<file path="config.mk">
export PLATFORM = sky130hd
export DESIGN_NAME = vec_wb_stage
export DESIGN_NICKNAME = d
export VERILOG_FILES = /design/src/rtl/vec_pkg.sv /design/src/rtl/vec_sync_fifo.sv /design/src/rtl/vec_wb_stage.sv
export SDC_FILE = /design/constraint.sdc
export NUM_CORES = 1
export LEC_CHECK = 0
export ABC_CLOCK_PERIOD_IN_PS = 12000
export CORE_MARGIN = 2
export CORE_UTILIZATION = 44
export DETAILED_ROUTE_END_ITERATION = 12
export GPL_TIMING_DRIVEN = 0
export PLACE_DENSITY = 0.65
export RECOVER_POWER = 50
export SYNTH_ARGS = -nofsm -noshare
export SYNTH_HDL_FRONTEND = slang
export SYNTH_SLANG_ARGS = --single-unit
</file>
<file path="constraint.sdc">
create_clock -name clk -period 12 [get_ports clk]
set_input_delay 1.2 -clock clk [delete_from_list [all_inputs] [get_ports clk]]
set_output_delay 1.2 -clock clk [all_outputs]
set_load 0.01 [all_outputs]
</file>
<file path="src/rtl/vec_pkg.sv">
// Shared vector-datapath definitions used by EXEC and write-back.
package vec_pkg;

   localparam int ELEMENTS_PER_REGISTER = 4;
   localparam int ELEM_WIDTH            = 32;
   localparam int NUM_VREGS             = 8;
   localparam int VREG_W                = $clog2(NUM_VREGS);
   localparam int VR_WIDTH              = ELEMENTS_PER_REGISTER * ELEM_WIDTH;

   // Default write-back buffer depth and per-register in-flight counter width
   localparam int WB_FIFO_DEPTH = 4;
   localparam int WB_PEND_W     = 3;

   localparam logic [VR_WIDTH-1:0] ZERO_VECTOR = '0;

   typedef logic [VREG_W-1:0]                vreg_idx_t;
   typedef logic [ELEMENTS_PER_REGISTER-1:0] lane_mask_t;
   typedef logic [VR_WIDTH-1:0]              vreg_data_t;

   // One buffered lane result: destination, per-lane enables, packed lanes
   typedef struct packed {
      vreg_idx_t  vd;
      lane_mask_t mask;
      vreg_data_t data;
   } wb_entry_t;

   localparam int WB_ENTRY_W = $bits(wb_entry_t);

endpackage

</file>
<file path="src/rtl/vec_sync_fifo.sv">
// Synchronous in-order FIFO with registered occupancy count.
// Push while full and pop while empty are ignored.
module vec_sync_fifo #(
   parameter int WIDTH = 8,
   parameter int DEPTH = 4
) (
   input  logic                     clk,
   input  logic                     reset,
   input  logic                     push,
   input  logic [WIDTH-1:0]         wdata,
   input  logic                     pop,
   output logic [WIDTH-1:0]         rdata,
   output logic [$clog2(DEPTH):0]   count,
   output logic                     full,
   output logic                     empty
);

   localparam int             AW        = $clog2(DEPTH);
   localparam logic [AW:0]    DEPTH_CNT = (AW+1)'(DEPTH);

   logic [WIDTH-1:0] mem [DEPTH];
   logic [AW-1:0]    wr_ptr;
   logic [AW-1:0]    rd_ptr;
   logic [AW:0]      count_q;
   logic             do_push;
   logic             do_pop;

   assign full    = (count_q == DEPTH_CNT);
   assign empty   = (count_q == '0);
   assign do_push = push & ~full;
   assign do_pop  = pop & ~empty;
   assign count   = count_q;
   assign rdata   = mem[rd_ptr];

   // Pointer and occupancy bookkeeping; pointers wrap naturally at DEPTH
   always_ff @(posedge clk) begin
      // NOTE: state registers use non-blocking assignment so every flop samples pre-edge values.
      if (reset) begin
         wr_ptr  <= '0;
         rd_ptr  <= '0;
         count_q <= '0;
      end else begin
         if (do_push) wr_ptr <= wr_ptr + AW'(1);
         if (do_pop)  rd_ptr <= rd_ptr + AW'(1);
         case ({do_push, do_pop})
            2'b10:   count_q <= count_q + (AW+1)'(1);
            2'b01:   count_q <= count_q - (AW+1)'(1);
            default: count_q <= count_q;
         endcase
      end
   end

   // Entry storage
   always_ff @(posedge clk) begin
      // NOTE: storage is not reset; count/pointers alone decide which entries are valid.
      if (do_push) mem[wr_ptr] <= wdata;
   end

endmodule

</file>
<file path="src/rtl/vec_wb_stage.sv">
// Vector write-back stage: buffers EXEC results, drains them into RVF
// write port 3, and tracks in-flight writes per register for RAW stalls.
module vec_wb_stage
   import vec_pkg::*;
#(
   parameter int FIFO_DEPTH = WB_FIFO_DEPTH,
   parameter int PEND_W     = WB_PEND_W
) (
   input  logic                              clk,
   input  logic                              reset,
   input  logic                              in_valid,
   output logic                              in_ready,
   input  logic [VREG_W-1:0]                 in_vd,
   input  logic [VR_WIDTH-1:0]               in_data,
   input  logic [ELEMENTS_PER_REGISTER-1:0]  in_lane_mask,
   input  logic                              issue_valid,
   input  logic [VREG_W-1:0]                 issue_vd,
   output logic                              we3,
   output logic [VREG_W-1:0]                 a3,
   output logic [VR_WIDTH-1:0]               wd3,
   output logic [ELEMENTS_PER_REGISTER-1:0]  wmask3,
   input  logic                              rvf_ready,
   output logic [NUM_VREGS-1:0]              pending_mask,
   output logic [$clog2(FIFO_DEPTH):0]       fifo_count
);

   localparam logic [PEND_W-1:0] CNT_MAX = '1;

   wb_entry_t         push_entry;
   wb_entry_t         head;
   logic              push;
   logic              pop;
   logic              fifo_full;
   logic              fifo_empty;

   logic [PEND_W-1:0] cnt [NUM_VREGS];
   logic [NUM_VREGS-1:0] inc;
   logic [NUM_VREGS-1:0] dec;
   logic [NUM_VREGS-1:0] inc_err;
   logic [NUM_VREGS-1:0] dec_err;
   logic                 push_err;

   assign push_entry = '{vd: in_vd, mask: in_lane_mask, data: in_data};
   assign push       = in_valid & in_ready;
   assign pop        = we3 & rvf_ready;

   vec_sync_fifo #(
      .WIDTH (WB_ENTRY_W),
      .DEPTH (FIFO_DEPTH)
   ) u_fifo (
      .clk   (clk),
      .reset (reset),
      .push  (push),
      .wdata (push_entry),
      .pop   (pop),
      .rdata (head),
      .count (fifo_count),
      .full  (fifo_full),
      .empty (fifo_empty)
   );

   // Readiness follows the registered count only, never a same-cycle pop
   assign in_ready = ~fifo_full;

   // Head entry drives the RVF port; everything is forced to zero when empty
   assign we3    = ~fifo_empty;
   assign a3     = fifo_empty ? '0          : head.vd;
   assign wd3    = fifo_empty ? ZERO_VECTOR : head.data;
   assign wmask3 = fifo_empty ? '0          : head.mask;

   // Per-register increment/decrement requests and protocol-error detection
   always_comb begin
      // NOTE: every always_comb output gets a default first so no latch is inferred.
      inc      = '0;
      dec      = '0;
      inc_err  = '0;
      dec_err  = '0;
      for (int r = 0; r < NUM_VREGS; r++) begin
         inc[r]     = issue_valid && (issue_vd == VREG_W'(r));
         dec[r]     = pop && (a3 == VREG_W'(r));
         inc_err[r] = inc[r] && !dec[r] && (cnt[r] == CNT_MAX);
         dec_err[r] = dec[r] && !inc[r] && (cnt[r] == '0);
      end
      push_err = push && (cnt[in_vd] == '0) && !inc[in_vd];
   end

   // Scoreboard counters; an overflow/underflow holds the counter
   always_ff @(posedge clk) begin
      if (reset) begin
         for (int r = 0; r < NUM_VREGS; r++) cnt[r] <= '0;
      end else begin
         for (int r = 0; r < NUM_VREGS; r++) begin
            if (inc[r] && !dec[r] && !inc_err[r])
               cnt[r] <= cnt[r] + PEND_W'(1);
            else if (dec[r] && !inc[r] && !dec_err[r])
               cnt[r] <= cnt[r] - PEND_W'(1);
         end
      end
   end

   // Pending bits derive from the registered counters
   always_comb begin
      pending_mask = '0;
      for (int r = 0; r < NUM_VREGS; r++) pending_mask[r] = (cnt[r] != '0);
   end

   a_no_overflow  : assert property (@(posedge clk) disable iff (reset) inc_err == '0);
   a_no_underflow : assert property (@(posedge clk) disable iff (reset) dec_err == '0);
   a_push_issued  : assert property (@(posedge clk) disable iff (reset) !push_err);

endmodule

</file>
==> results by group, run 1 <==
Run status
  – Outcome: finished with violations
  – Failing checks: max-capacitance violations, max-slew violations

CTS
  – H-Tree Depth: 2
  – Clk sinks: 573
  – Clock Tree Root: clkbuf_16
  – CTS buffer count: 58
  – Post_cts resized: 0
  – CTS hold repair buffers: 0
  – Post-CTS setup buffer count: 0
  – Bufs on Longest Clock Path: 3
  – Clock transition at the registers of the reported paths: 60 ps
  – Worst-Skew Late Latency: 630 ps
  – CTS tree: done

Place
  – Pre-CTS setup slack: 7240 ps
  – Buffers on Ports: 290
  – Post-DP HPWL: 31.2 mm
  – Placer Congestion: 0.746
  – Area after DPL: 26500 sq um

STA
  – Setup Viol. Count Final: 0
  – Clk_skew: 24.6 ps
  – Max_slew headroom: -117%
  – Final Hold Vio Count: 0
  – RSZ-0062 raised after global routing: no
  – Period utilization: 44.1%
  – Post-route setup slack: 6710 ps
  – Final critical-path required period: 5290 ps
  – Setup_tns: 0 ps
  – Final Slew Violations: 228
  – Slew @ Worst Pin: 3250 ps
  – FMAX: 189 MHz

Synth
  – Top_reg_cell synth: edfxtp_1
  – Post-Syn Area: 22500 sq um
  – Synth cell types: 43
  – Sequential share of the synthesized area: 76.1%
  – Synth warn: 0
  – Register bit total from synthesis: 573
  – Syn Nets: 1238
  – Number of flops mapped to enable cells by yosys: 564
  – Synth Area per Inst: 20.9 sq um
  – Mapped Cells: 1078
  – Ys async rst share: 0%

Drt
  – First DRT Iteration DRCs: 689
  – WL per Instance: 22.4 um
  – TritonRoute pass-1 iters: 7
  – Residual DRC: 0
  – Via count: 11303
  – Total Wirelength: 48.5 mm
  – Routed Antenna Nets: 0
  – Vias per cell: 5.21

Floorplan
  – Core Region: 50300 sq um
  – Initial Utilization: 44.7%
  – Die X-Extent: 230 um
  – Die Y: 230 um
  – Die footprint: 53000 sq um
  – # IOs: 291
  – Cell Rows: 82

Setup path
  – CP max FO: 47
  – Crit start category: input pin
  – WS Path Type: input pin to flop
  – Endpoint type of the worst setup path: flop
  – Crit path DAT: 5590 ps
  – CP max stage delay: 2360 ps
  – Critical path buffer and inverter count: 3
  – CP max-delay cell: clkbuf_1
  – Flop2flop setup slack: 7180 ps
  – Required @ worst endpoint: 12300 ps
  – Kind of cell adding the most delay to the critical path: buffers and inverters
  – Critical-path cell list: dlygate4sd3_1, and3_1, clkbuf_1, buf_16

Power
  – Total power divided by cell area: 222 nW/um^2
  – Max VDD drop: 130 uV
  – Static leakage: 9.11 nW

Finish
  – Nets: 1597
  – Fin area: 28400 sq um
  – Area growth syn-to-layout: 26.0%
  – Ratio of cells with drive above 1 in the final layout: 16.7%

Global route
  – GR Util met2: 30.2%
  – First-pass GRT wire length: 73.0 mm
  – Largest net degree at the start of global routing: 53
  – Number of global-route vias before repair: 11957
  – GR Util met1: 24.0%
  – Initial antenna violation count: 20
  – GR Util met3: 5.33%
  – Busiest grt layer: met2
  – GRT Total Usage: 18.5%
  – Remaining global-route overflow: 0

Job
  – Number of max-cap violations: 5

Min path
  – Hold Crit Class: flop to flop
## report_power, final
group          switching, mW  leakage (nW)  internal, mW
registers             0.0499          5.28          2.43
logic                  0.994          2.92          1.06
clock network          0.747         0.910          1.01
## worst reg2reg max path, delay by kind of cell, from the launching register on
kind	cells	cell delay (ps)
buffers and inverters	2	2670
DFF	1	470
and+or+nand+nor	2	1320
## cell usage after synthesis, drive strengths merged (5+ instances only)
master | count | area share (%)
a21oi | 15 | 0.33
and2 | 136 | 3.8
and3 | 5 | 0.14
buf | 20 | 0.48
clkbuf | 31 | 0.52
dfxtp | 9 | 0.80
edfxtp | 564 | 75
fa | 8 | 0.71
ha | 9 | 0.50
inv | 24 | 0.40
mux2i | 6 | 0.27
mux4 | 135 | 14
nand2 | 15 | 0.25
nand3 | 15 | 0.36
nand4 | 9 | 0.25
nor2 | 17 | 0.28
nor2b | 5 | 0.14
or3 | 11 | 0.31
xnor2 | 8 | 0.31
xor2 | 5 | 0.19
## cells by family after synthesis
| group | count (synthesis) | synth area share (%) |
|---|---|---|
| compound gates | 29 | 0.834 |
| flops | 573 | 76.1 |
| xor+xnor | 13 | 0.506 |
| mux | 141 | 13.8 |
| buf+inv | 76 | 1.42 |
| simple gates | 229 | 6.16 |
| fa+ha+maj | 17 | 1.21 |
## stage by stage
stage / instances / util (%) / total power [mW] / hold slack [ps]
after floorplan: 1078 / - / 3.59 / 469
after global placement: 2040 / 52.2 / 4.64 / 485
after CTS: 2159 / 56.5 / 6.42 / 505
final: 2169 / 56.4 / 6.29 / 505
after detailed placement: 2049 / 52.7 / 4.63 / 491
after global routing: 2164 / 56.4 / 6.59 / 531
## registers in the layout, indices dropped and copies added (netlist names), named ones only
name,count
u_fifo.mem,540
cnt,24
u_fifo.count,3
u_fifo.rd_ptr,2
u_fifo.wr_ptr,2
## cells in the final DEF (no fill, tap or decap), types with 4 or more instances in the layout
master	count
xor2_1	5
nand3_1	14
a21oi_1	15
fa_1	8
and2_1	136
clkinvlp_4	4
xnor2_1	8
mux4_2	135
ha_1	9
nor2_1	17
or3_1	11
clkinv_1	18
nor2b_1	5
clkinv_2	11
and3_1	5
inv_1	24
clkbuf_1	44
buf_16	7
clkbuf_16	59
mux2i_1	6
clkdlybuf4s50_1	153
edfxtp_1	564
buf_2	15
diode_2	10
bufinv_16	5
dlygate4sd3_1	137
nand2_1	15
dfxtp_1	9
nand4_1	9
## cell type report
| class | count | area, sq um |
|---|---|---|
| Fill cell | 3867 | 21900 |
| Clock inverter | 40 | 370 |
| Inverter | 25 | 93.8 |
| Multi-Input combinational cell | 429 | 5060 |
| Sequential cell | 573 | 17100 |
| Antenna cell | 10 | 25.0 |
| Timing Repair Buffer | 299 | 3100 |
| Clock buffer | 70 | 1520 |
| Tap cell | 672 | 841 |
| Buffer | 51 | 225 |
## per-layer routing
layer	vias to the layer above	routed length (um)
li1	5074	-
met2	271	24200
met3	75	3250
met1	5863	20100
met5	-	122
met4	20	825
## worst paths after layout
path,start,endpoint,depth (start not counted)
worst max-delay path,in_valid,u_fifo.mem[0][85],4
worst min-delay path,u_fifo.wr_ptr[1],u_fifo.wr_ptr[1],2
worst max register to register,u_fifo.count[0],u_fifo.mem[0][85],4
worst min register to register,u_fifo.wr_ptr[1],u_fifo.wr_ptr[1],2
No activity file was read; power rests on OpenSTA's default activity.
==> inputs of run 2 (changes only) <==
--- a/config.mk
+++ b/config.mk
@@ -5,7 +5,7 @@
 export SDC_FILE = /design/constraint.sdc
 export NUM_CORES = 1
 export LEC_CHECK = 0
-export ABC_CLOCK_PERIOD_IN_PS = 12000
+export ABC_CLOCK_PERIOD_IN_PS = 5300
 export CORE_MARGIN = 2
 export CORE_UTILIZATION = 44
 export DETAILED_ROUTE_END_ITERATION = 12
==> constraint.sdc (replaced) <==
create_clock -name clk -period 5.3 [get_ports clk]
set_input_delay 0.53 -clock clk [delete_from_list [all_inputs] [get_ports clk]]
set_output_delay 0.53 -clock clk [all_outputs]
set_load 0.01 [all_outputs]
==> results by group, run 2 (synthesis results as in run 1) <==
Run status
  – Failing checks: max-capacitance violations, max-slew violations
  – Outcome: finished with violations

Setup path
  – WS Path Type: flop to primary output
  – Worst R2R Path Depth: 3 (-1)
  – Required @ worst endpoint: 4770 ps (-7530 ps)
  – Reg-to-Reg End: u_fifo.mem[0][39]
  – Crit start category: flop
  – Crit path DAT: 3970 ps (-1620 ps)
  – Worst reg2reg startpoint: u_fifo.count[0]
  – Flop2flop setup slack: 1410 ps (-5770 ps)
  – Endpoint type of the worst setup path: primary output
  – CP max FO: 11 (-77%)

Drt
  – Total Wirelength: 48.5 mm (about the same)
  – Residual DRC: 0 (unchanged)
  – TritonRoute pass-1 iters: 5 (-2)
  – Via count: 11284 (-0.17%)
  – WL per Instance: 22.3 um (about the same)
  – Routed Antenna Nets: 0 (unchanged)
  – Vias per cell: 5.20 (-0.21%)
  – First DRT Iteration DRCs: 684 (-0.73%)

Power
  – Clock share of power: 28.0% (about the same)
  – Net switching power: 4.05 mW (+130%)
  – Total power divided by cell area: 502 nW/um^2 (+130%)
  – Comb power frac: 32.6% (about the same)
  – Max VDD drop: 295 uV (+130%)
  – Sw Ratio: 28.5% (about the same)
  – Total power: 14.2 mW (+130%)
  – Static leakage: 9.11 nW (about the same)
  – Internal power: 10.2 mW (+130%)
  – Sequential share of power: 39.4% (about the same)

STA
  – Max_slew headroom: -97.8% (+19 points)
  – Final critical-path required period: 4500 ps
  – Slew @ Worst Pin: 2970 ps (-284 ps)
  – FMAX: 222 MHz
  – Setup_tns: 0 ps (unchanged)
  – Final Slew Violations: 228 (unchanged)
  – Post-route setup slack: 799 ps (-5910 ps)
  – Setup Viol. Count Final: 0 (unchanged)
  – Clk_skew: 24.9 ps (+0.291 ps)
  – WHS: 503 ps (-1.28 ps)
  – Final Hold Vio Count: 0 (unchanged)
  – Period utilization: 84.9%
  – RSZ-0062 raised after global routing: no

Floorplan
  – # IOs: 291 (unchanged)
  – Cell Rows: 82 (unchanged)
  – Core Region: 50300 sq um (unchanged)
  – Die X-Extent: 230 um (unchanged)
  – Die footprint: 53000 sq um (unchanged)
  – Initial Utilization: 44.7% (unchanged)
  – Die Y: 230 um (unchanged)

CTS
  – Worst-Skew Late Latency: 630 ps (about the same)
  – Post_cts resized: 0 (unchanged)
  – CTS buffer count: 58 (unchanged)
  – Clock transition at the registers of the reported paths: 60 ps (about the same)
  – CTS tree: done
  – Bufs on Longest Clock Path: 3 (unchanged)
  – Clock Tree Root: clkbuf_16
  – Clk sinks: 573 (unchanged)
  – H-Tree Depth: 2 (unchanged)
  – Post-CTS setup buffer count: 0 (unchanged)
  – CTS hold repair buffers: 0 (unchanged)

Min path
  – Hold Crit Class: flop to flop
  – HP Start: u_fifo.wr_ptr[1]
  – Hold Path End: u_fifo.wr_ptr[1]
  – Hold Path Cell Cnt: 2 (unchanged)

Finish
  – Area growth syn-to-layout: 26.0% (about the same)
  – Fill cells: 3870 (+0.078%)
  – Cell Count, Final, Fillers Out: 2170 (+0.046%)
  – Nets: 1597 (unchanged)
  – Fin area: 28300 sq um (about the same)
  – Commonest cells after routing, fill and taps aside: 564 x edfxtp_1, 154 x clkdlybuf4s50_1, 136 x dlygate4sd3_1, 135 x mux4_2, 135 x and2_1
  – Ratio of cells with drive above 1 in the final layout: 16.7% (unchanged)
  – Layout Utilization: 56.4% (about the same)
  – Biggest register: u_fifo.mem
  – Largest register FFs: 540 (unchanged)
  – Commonest non-fill, non-tap cell in the layout: edfxtp_1

Global route
  – First-pass GRT wire length: 73.0 mm (unchanged)
  – GRT Total Usage: 18.5% (unchanged)
  – Initial antenna violation count: 20 (unchanged)
  – Remaining global-route overflow: 0 (unchanged)
  – Number of global-route vias before repair: 11957 (unchanged)
  – Largest net degree at the start of global routing: 53 (unchanged)

Place
  – Post-DP HPWL: 31.2 mm (unchanged)
  – Pre-CTS setup slack: 1210 ps (-6030 ps)
  – Buffers on Ports: 290 (unchanged)
  – Placer Congestion: 0.746 (unchanged)
  – Area after DPL: 26500 sq um (unchanged)
  – Placed cells: 2049 (unchanged)

Job
  – Number of max-cap violations: 5 (unchanged)
run 2: how the worst max path moves through the flow:
stage | start | endpoint | slack (ps) | cells past startpoint
global route | u_fifo.count[0] | wd3[115] | 540 | 6
finish | u_fifo.count[0] | wd3[115] | 800 | 6
detailed placement | u_fifo.count[0] | wd3[121] | 1210 | 6
CTS | u_fifo.count[0] | wd3[121] | 530 | 6
global placement | in_valid | u_fifo.mem[0][97] | -2370 | 2
floorplan | u_fifo.count[0] | u_fifo.mem[0][0] | 870 | 2
run 2: final cells by class:
class                      instances  area (sq um)  share of cell area (%)
clock inverter                    40           370                    1.31
inverter                          25          93.8                   0.331
buffer                            51           225                   0.795
tap                              672           841                    2.97
clock buffer                      70          1520                    5.35
multi-input combinational        429          5050                    17.8
sequential                       573         17100                    60.4
antenna                           11          27.5                  0.0971
timing repair buffer             299          3100                    11.0
run 2: power by group through the flow:
stage | Clock (mW) | Sequential [mW] | Combinational [mW]
5_1_grt | 4.27 | 5.64 | 5.01
2_1_floorplan | 0 | 5.72 | 2.41
3_3_place_gp | 0 | 5.79 | 4.72
6_report | 3.98 | 5.60 | 4.64
3_5_place_dp | 0 | 5.69 | 4.80
4_1_cts | 4.10 | 5.59 | 4.83
run 2: per-layer routing:
metal  part of all wire, %  vias up  wire [um]  GRT usage (%)
met5                  0.25        -        122              0
met4                   1.7       20        843           5.93
met3                   6.9       75       3360           5.33
met2                    50      292      24200           30.2
met1                    41     5822      20000           24.0
li1                      -     5075          -              -
run 2: critical path, cell delays in order, from the launching register on:
cell and delay [ps]:
dfxtp_1 430, or3_1 140, clkbuf_1 840, clkbuf_1 670, clkbuf_1 470, and2_1 210
clkdlybuf4s50_1 590
